===== src/rtl/alu_pkg.sv =====
// alu_pkg: shared definitions for the execute-stage ALU.
//   - ALU_WIDTH : default operand/result width
//   - ALU_*     : 4-bit ALUControl operation codes
//   - alu_op_is_sub() : true for ops that drive the shared adder in subtract mode
// Optional feature: define ALU_OVERFLOW_EN to add the registered overflow port to alu.
package alu_pkg;

  localparam int unsigned ALU_WIDTH = 32;

  localparam logic [3:0] ALU_AND  = 4'b0000;
  localparam logic [3:0] ALU_OR   = 4'b0001;
  localparam logic [3:0] ALU_ADD  = 4'b0010;
  localparam logic [3:0] ALU_XOR  = 4'b0011;
  localparam logic [3:0] ALU_NOR  = 4'b0100;
  localparam logic [3:0] ALU_SUB  = 4'b0110;
  localparam logic [3:0] ALU_SLT  = 4'b0111;
  localparam logic [3:0] ALU_SLTU = 4'b1000;
  localparam logic [3:0] ALU_SLL  = 4'b1001;
  localparam logic [3:0] ALU_SRL  = 4'b1010;
  localparam logic [3:0] ALU_SRA  = 4'b1011;

  // SUB and both set-less-than ops all need a - b from the shared adder.
  function automatic logic alu_op_is_sub(input logic [3:0] op);
    return (op == ALU_SUB) || (op == ALU_SLT) || (op == ALU_SLTU);
  endfunction

endpackage


===== src/rtl/alu_addsub.sv =====
// alu_addsub: WIDTH-bit adder/subtractor shared by ADD, SUB, SLT and SLTU.
// Ports:
//   a, b   in  WIDTH  operands
//   sub    in  1      0: a + b, 1: a - b (computed as a + ~b + 1)
//   sum    out WIDTH  result modulo 2^WIDTH
//   carry  out 1      carry out of the MSB (for subtract, 1 means no borrow)
//   ovf    out 1      two's-complement signed overflow
module alu_addsub #(
  parameter int unsigned WIDTH = 32
) (
  input  logic [WIDTH-1:0] a,
  input  logic [WIDTH-1:0] b,
  input  logic             sub,
  output logic [WIDTH-1:0] sum,
  output logic             carry,
  output logic             ovf
);

  logic [WIDTH-1:0] b_eff;
  logic [WIDTH:0]   full_sum;

  always_comb begin
    b_eff    = sub ? ~b : b;
    full_sum = {1'b0, a} + {1'b0, b_eff} + {{WIDTH{1'b0}}, sub};
    sum      = full_sum[WIDTH-1:0];
    carry    = full_sum[WIDTH];
    // Same-sign effective operands producing a result of the other sign.
    ovf      = (a[WIDTH-1] == b_eff[WIDTH-1]) && (sum[WIDTH-1] != a[WIDTH-1]);
  end

endmodule


===== src/rtl/alu.sv =====
// alu: registered integer ALU for the MIPS execute stage.
// Ports:
//   clk         in  1      rising-edge clock
//   reset       in  1      asynchronous active-high reset
//   a, b        in  WIDTH  operands (b[$clog2(WIDTH)-1:0] is the shift amount)
//   ALUControl  in  4      operation select (codes in alu_pkg)
//   result      out WIDTH  registered operation result
//   zeroes      out 1      registered flag, 1 when result is zero
//   overflow    out 1      registered signed overflow for ADD/SUB
//                          (present only when ALU_OVERFLOW_EN is defined)
// Latency is one cycle; a new operation may be issued every cycle.
module alu
  import alu_pkg::*;
#(
  parameter int unsigned WIDTH = ALU_WIDTH
) (
  input  logic             clk,
  input  logic             reset,
  input  logic [WIDTH-1:0] a,
  input  logic [WIDTH-1:0] b,
  input  logic [3:0]       ALUControl,
`ifdef ALU_OVERFLOW_EN
  output logic             overflow,
`endif
  output logic [WIDTH-1:0] result,
  output logic             zeroes
);

  localparam int unsigned ShW = $clog2(WIDTH);

  logic [WIDTH-1:0] sum;
  logic             carry;
  logic             ovf;
  logic [ShW-1:0]   shamt;
  logic [WIDTH-1:0] result_d, result_q;
  logic             zeroes_d, zeroes_q;

  alu_addsub #(
    .WIDTH(WIDTH)
  ) u_addsub (
    .a    (a),
    .b    (b),
    .sub  (alu_op_is_sub(ALUControl)),
    .sum  (sum),
    .carry(carry),
    .ovf  (ovf)
  );

  assign shamt = b[ShW-1:0];

  always_comb begin
    result_d = '0;
    case (ALUControl)
      ALU_AND:  result_d = a & b;
      ALU_OR:   result_d = a | b;
      ALU_ADD:  result_d = sum;
      ALU_XOR:  result_d = a ^ b;
      ALU_NOR:  result_d = ~(a | b);
      ALU_SUB:  result_d = sum;
      // Sign of a - b, corrected when the subtraction overflowed.
      ALU_SLT:  result_d = {{(WIDTH-1){1'b0}}, sum[WIDTH-1] ^ ovf};
      // A borrow (no carry out of a + ~b + 1) means a < b unsigned.
      ALU_SLTU: result_d = {{(WIDTH-1){1'b0}}, ~carry};
      ALU_SLL:  result_d = a << shamt;
      ALU_SRL:  result_d = a >> shamt;
      ALU_SRA:  result_d = WIDTH'($signed(a) >>> shamt);
      default:  result_d = '0;
    endcase
    // Flag derived from the next result so it updates on the same edge.
    zeroes_d = (result_d == '0);
  end

  always_ff @(posedge clk or posedge reset) begin
    if (reset) begin
      result_q <= '0;
      zeroes_q <= 1'b1;
    end else begin
      result_q <= result_d;
      zeroes_q <= zeroes_d;
    end
  end

  assign result = result_q;
  assign zeroes = zeroes_q;

`ifdef ALU_OVERFLOW_EN
  logic overflow_d, overflow_q;

  // The adder's overflow already matches both ADD and SUB rules; other ops report 0.
  assign overflow_d = ((ALUControl == ALU_ADD) || (ALUControl == ALU_SUB)) && ovf;

  always_ff @(posedge clk or posedge reset) begin
    if (reset) begin
      overflow_q <= 1'b0;
    end else begin
      overflow_q <= overflow_d;
    end
  end

  assign overflow = overflow_q;
`endif

endmodule


===== config.mk =====
export PLATFORM = sky130hd
export DESIGN_NAME = alu
export DESIGN_NICKNAME = d
export VERILOG_FILES = /design/src/rtl/alu_pkg.sv /design/src/rtl/alu_addsub.sv /design/src/rtl/alu.sv
export SDC_FILE = /design/constraint.sdc
export NUM_CORES = 1
export LEC_CHECK = 0
export ABC_AREA = 1
export CAP_MARGIN = 20
export CORE_MARGIN = 8
export CORE_UTILIZATION = 55
export DETAILED_ROUTE_END_ITERATION = 8
export HOLD_SLACK_MARGIN = 0.05
export PLACE_DENSITY = 0.78
export SYNTH_ARGS = -nofsm -noshare
export SYNTH_HDL_FRONTEND = slang
export SYNTH_SLANG_ARGS = --single-unit

===== constraint.sdc =====
create_clock -name clk -period 1.3 [get_ports clk]
set_clock_uncertainty 0.05 [all_clocks]
set_input_delay 0.13 -clock clk [delete_from_list [all_inputs] [get_ports clk]]
set_output_delay 0.13 -clock clk [all_outputs]
set_load 0.1 [all_outputs]

==> flow_summary.json, run 1 <==
{
  "synthDistinctLibCells": 44,
  "placed_cells_incl_taps": 2323,
  "post-synth-top-count-cell": "sky130_fd_sc_hd__nand2_1",
  "clock_sinks": 33,
  "port-buffer-count": 102,
  "share_of_the_yosys_chip_area_belonging_to_registers": 0.0893,
  "synthesis.instances": 1713,
  "number_of_top_level_design_ports": 103,
  "floorplan.die.height_um": 146,
  "dp_hpwl_um": 37600,
  "fp.dieW_um": 146,
  "post_place_cell_area_sq_um": 13400,
  "grt_resource_usage_total": 0.635,
  "yosysTopAreaCellShare": 0.227,
  "htree_num_levels": 2,
  "syn-cell-area_sq_um": 9260,
  "synth_area_leader_cell": "sky130_fd_sc_hd__nand2_1",
  "last-stage-reached": "global routing (5_1_grt)",
  "syn_nets": 1883,
  "buffer_depth_of_the_longest_clock_path": 2,
  "ys_ff_latch": 33,
  "yosys-top-cells-area": "sky130_fd_sc_hd__nand2_1, sky130_fd_sc_hd__nand3_1, sky130_fd_sc_hd__ha_1",
  "grt_pass1_vias": 16900,
  "synth-main-ff-cell": "sky130_fd_sc_hd__dfrtp_1",
  "place_congestion": 1.19,
  "error": "[ERROR GRT-0116] Global routing finished with congestion. Check the congestion regions in the DRC Viewer.",
  "start_util": 0.560,
  "first_pass_grt_wire_length_um": 103000,
  "grt_overflow_total": 1,
  "synthArstFlopShare": 1.00,
  "synth_edf_count": 0,
  "run_status": "stopped before the end",
  "placementRows": 47,
  "synth.avg_cell_area_sq_um": 5.41,
  "pre_cts_slack_ns": -2.32,
  "post_cts_hold_buffer_count": 0,
  "root_buffer": "sky130_fd_sc_hd__clkbuf_16",
  "numCtsBuffers": 5,
  "synth_warnings": 0,
  "grt_max_degree": 68,
  "netlist_top_cells_count": "sky130_fd_sc_hd__nand2_1, sky130_fd_sc_hd__nand3_1, sky130_fd_sc_hd__inv_1"
}
[metrics by stage]
| step | hold slack (ns) | util |
|---|---|---|
| floorplan | 0.208 | - |
| global placement | 0.434 | 0.812 |
| detailed placement | 0.454 | 0.812 |
| CTS | 0.171 | 0.869 |
[metal layers]
metal,GRT overflow,GRT usage
met1,0,0.624
met2,0,0.775
met3,0,0.538
met4,1,0.591
met5,0,0.291
[logic make-up after synthesis]
kind of cell	after synthesis	synth area share
compound gates	214	0.136
mux	1	0.00108
simple gates	1076	0.490
buf+inv	258	0.118
xor+xnor	31	0.0293
fa+ha+maj	100	0.136
flops	33	0.0893
[timing repair]
item | 4_1_cts
resized for setup | 191
pin swaps | 91
buffers inserted | 35
gates cloned | 1
endpoints found under the setup margin | 33
==> run 2, diff against run 1 <==
CORE_UTILIZATION = 40   (was 55)
HOLD_SLACK_MARGIN = unset   (was 0.05)
PLACE_DENSITY = unset   (was 0.78)
PLACE_DENSITY_LB_ADDON = 0.15   (was unset)
==> run 2 against run 1 <==
Compared with the run above: synthesized cell count unchanged; synthesized area did not move; the flow now finishes, with violations (setup timing).
==> flow_summary.json, run 2 <==
{
  "routed_via_density": 5.92,
  "postLayoutCellArea_sq_um": 16000,
  "critPathArrivalTime_ns": 3.25,
  "p_leak_nw": 8.24,
  "most_common_cell_after_layout_fill_and_taps_aside": "sky130_fd_sc_hd__nand2_1",
  "root_buffer": "sky130_fd_sc_hd__clkbuf_16",
  "critPathMaxStageDelay_ns": 0.53,
  "synth_warnings": 0,
  "critPathBufInv": 3,
  "grt_resource_usage_total": 0.358,
  "pre_cts_slack_ns": -2.55,
  "layout-drive-gt1-share": 0.371,
  "die_area_sq_um": 28300,
  "synth-main-ff-cell": "sky130_fd_sc_hd__dfrtp_1",
  "achievable-frequency_mhz": 324,
  "drtIter0Drc": 1606,
  "drt_wl_total_um": 56500,
  "tritoncts_clock_tree": "yes",
  "power.net_switching_mw": 6.12,
  "finalSetupViolations": 33,
  "power_share_of_the_combinational_group": 0.778,
  "power.share.switching": 0.506,
  "cap_viol_max_count": 0,
  "detail_route.first_pass.iterations": 6,
  "path_max_fanout": 4,
  "grt_overflow_total": 0,
  "synth.avg_cell_area_sq_um": 5.41,
  "worst_endpoint_required_time_ns": 1.47,
  "worstPathCellList": "clkdlybuf4s50_1 > inv_1 > xor2_2 > ha_4 > nand2_1 > nand2_2 > nand2_1 > nand3_2 > nand2_2 > nand2_2 > a21oi_4 > nand2_4 > buf_6 > nand2_4 > nand3_2 > nand3_2 > nor2_2 > nand2_1 > nor2_2 > nand3_1 > nor2_1",
  "diodes": 0,
  "yosys-top-cells-area": "sky130_fd_sc_hd__nand2_1, sky130_fd_sc_hd__nand3_1, sky130_fd_sc_hd__ha_1",
  "synthesis.instances": 1713,
  "synth_edf_count": 0,
  "layout_common_cells": "sky130_fd_sc_hd__nand2_1, sky130_fd_sc_hd__buf_4, sky130_fd_sc_hd__nand3_1",
  "floorplan.die.height_um": 168,
  "start_util": 0.408,
  "timing.final.max_slew_violations": 0,
  "ys_ff_latch": 33,
  "grt_max_degree": 48,
  "max-slew-margin-rel": 0.568,
  "share_of_the_yosys_chip_area_belonging_to_registers": 0.0893,
  "htree_num_levels": 2,
  "finalCriticalPeriod_ns": 3.08,
  "synthArstFlopShare": 1.00,
  "place_congestion": 1.07,
  "port-buffer-count": 102,
  "fp.dieW_um": 168,
  "average_routed_wire_per_standard_cell_um": 22.9,
  "largest_register_ffs": 32,
  "fill_cells": 1844,
  "number_of_antenna_violations_at_the_first_check_in_global_routing": 1,
  "setup_repair_after_global_routing_missed_its_margin": "yes",
  "worstSetupStartpointType": "input port",
  "postLayoutCoreUtil": 0.707,
  "post_place_cell_area_sq_um": 13600,
  "buffer_depth_of_the_longest_clock_path": 2,
  "netlist_top_cells_count": "sky130_fd_sc_hd__nand2_1, sky130_fd_sc_hd__nand3_1, sky130_fd_sc_hd__inv_1",
  "ant_nets": 0,
  "syn_nets": 1883,
  "worst_pin_slew_ns": 0.642,
  "synthToLayoutAreaGrowth_pct": 73.3,
  "violations": "setup timing",
  "final.setup.worst_slack_ns": -1.78,
  "dp_hpwl_um": 42700,
  "post-synth-top-count-cell": "sky130_fd_sc_hd__nand2_1",
  "synth_area_leader_cell": "sky130_fd_sc_hd__nand2_1",
  "finalPower_mw": 12.1,
  "ir_drop_mv": 0.828,
  "yosysTopAreaCellShare": 0.227,
  "drcViolationCount": 0,
  "placementRows": 55,
  "p_seq_frac": 0.106,
  "clkSlewWorstSetupHoldPaths_ns": 0.06,
  "power_frac_clock": 0.117,
  "first_pass_grt_wire_length_um": 78900,
  "power.internal_mw": 5.97,
  "number_of_top_level_design_ports": 103,
  "holdCritPathClass": "input port to asynchronous set/reset pin",
  "clock_sinks": 33,
  "final_layout_worst_hold_slack_ns": 0.161,
  "numCtsBuffers": 5,
  "final_min_period_over_clock_period": 2.37,
  "final_number_of_hold_violating_endpoints": 0,
  "run_status": "finished, violations left",
  "synthDistinctLibCells": 44,
  "slowest_stage": "sky130_fd_sc_hd__clkdlybuf4s50_1",
  "via_count": 14600,
  "post_cts_hold_buffer_count": 0,
  "crit_family": "simple AND/OR/NAND/NOR gates",
  "crit_type": "input port to flop",
  "critical_path.endpoint_type": "flop",
  "grt_pass1_vias": 13300,
  "core_area_sq_um": 22700,
  "syn-cell-area_sq_um": 9260,
  "fin_nets": 2350,
  "power.density_cell_area_nw_per_um2": 753
}
==> run 2: tightest hold or removal path: stages <==
cell and delay [ns]:
sky130_fd_sc_hd__clkdlybuf4s50_1 0.40, sky130_fd_sc_hd__inv_1 0.11, sky130_fd_sc_hd__buf_12 0.22
==> run 2: per-layer routing <==
metal  routed length [um]  GRT usage  vias up  share of wire
li1                     -          -     6547              -
met1                22300      0.476     6724           0.39
met2                23500      0.550     1060           0.42
met3                 6350     0.0514      256           0.11
met4                 4390      0.191        0          0.078
met5                    0          0        -              0
==> run 2: timing repair <==
| item | in CTS | in global routing |
|---|---|---|
| hold endpoints to repair | 0 | 0 |
| resized for setup | 231 | 263 |
| cloned | 1 | 0 |
| setup buffers | 41 | 27 |
| pin swaps | 100 | 127 |
| endpoints found under the setup margin | 33 | 33 |
==> run 2: per-stage QoR <==
step	setup TNS [ns]	instances
floorplan	-28.99	1713
global placement	-63.45	2400
detailed placement	-65.10	2400
CTS	-37.03	2448
global route	-45.08	2466
finish	-44.18	2466
==> run 2: logic make-up after synthesis <==
group	count (synthesis)	share of synthesized area
flops	33	0.0893
xor+xnor	31	0.0293
simple gates	1076	0.490
mux	1	0.00108
buf+inv	258	0.118
fa+ha+maj	100	0.136
compound gates	214	0.136
==> run 2: path summary, 6_finish.rpt <==
path	startpoint	to	slack, ns	cells past startpoint
worst max-delay path	b[4]	zeroes	-1.78	21
min in group clk	ALUControl[2]	result[0]	0.48	6
worst min-delay path	reset	result[28]	0.16	3
max in group asynchronous	reset	zeroes	0.80	3
==> run 2: area by class of cell <==
class | count | area, sq um | share of cell area
multi-input combinational | 1423 | 9070 | 0.565
timing repair buffer | 533 | 4920 | 0.307
sequential | 33 | 827 | 0.0515
inverter | 184 | 703 | 0.0438
tap | 285 | 357 | 0.0222
clock buffer | 7 | 143 | 0.00889
clock inverter | 1 | 30.0 | 0.00187
==> run 2: power groups by stage <==
stage,clock (mW),sequential [mW],combinational (mW)
CTS,1.41,1.28,7.94
global placement,0,1.29,7.13
finish,1.41,1.28,9.40
global route,1.45,1.29,9.82
floorplan,0,2.19,2.81
detailed placement,0,1.30,7.18
(Power assumes the default switching activity.)
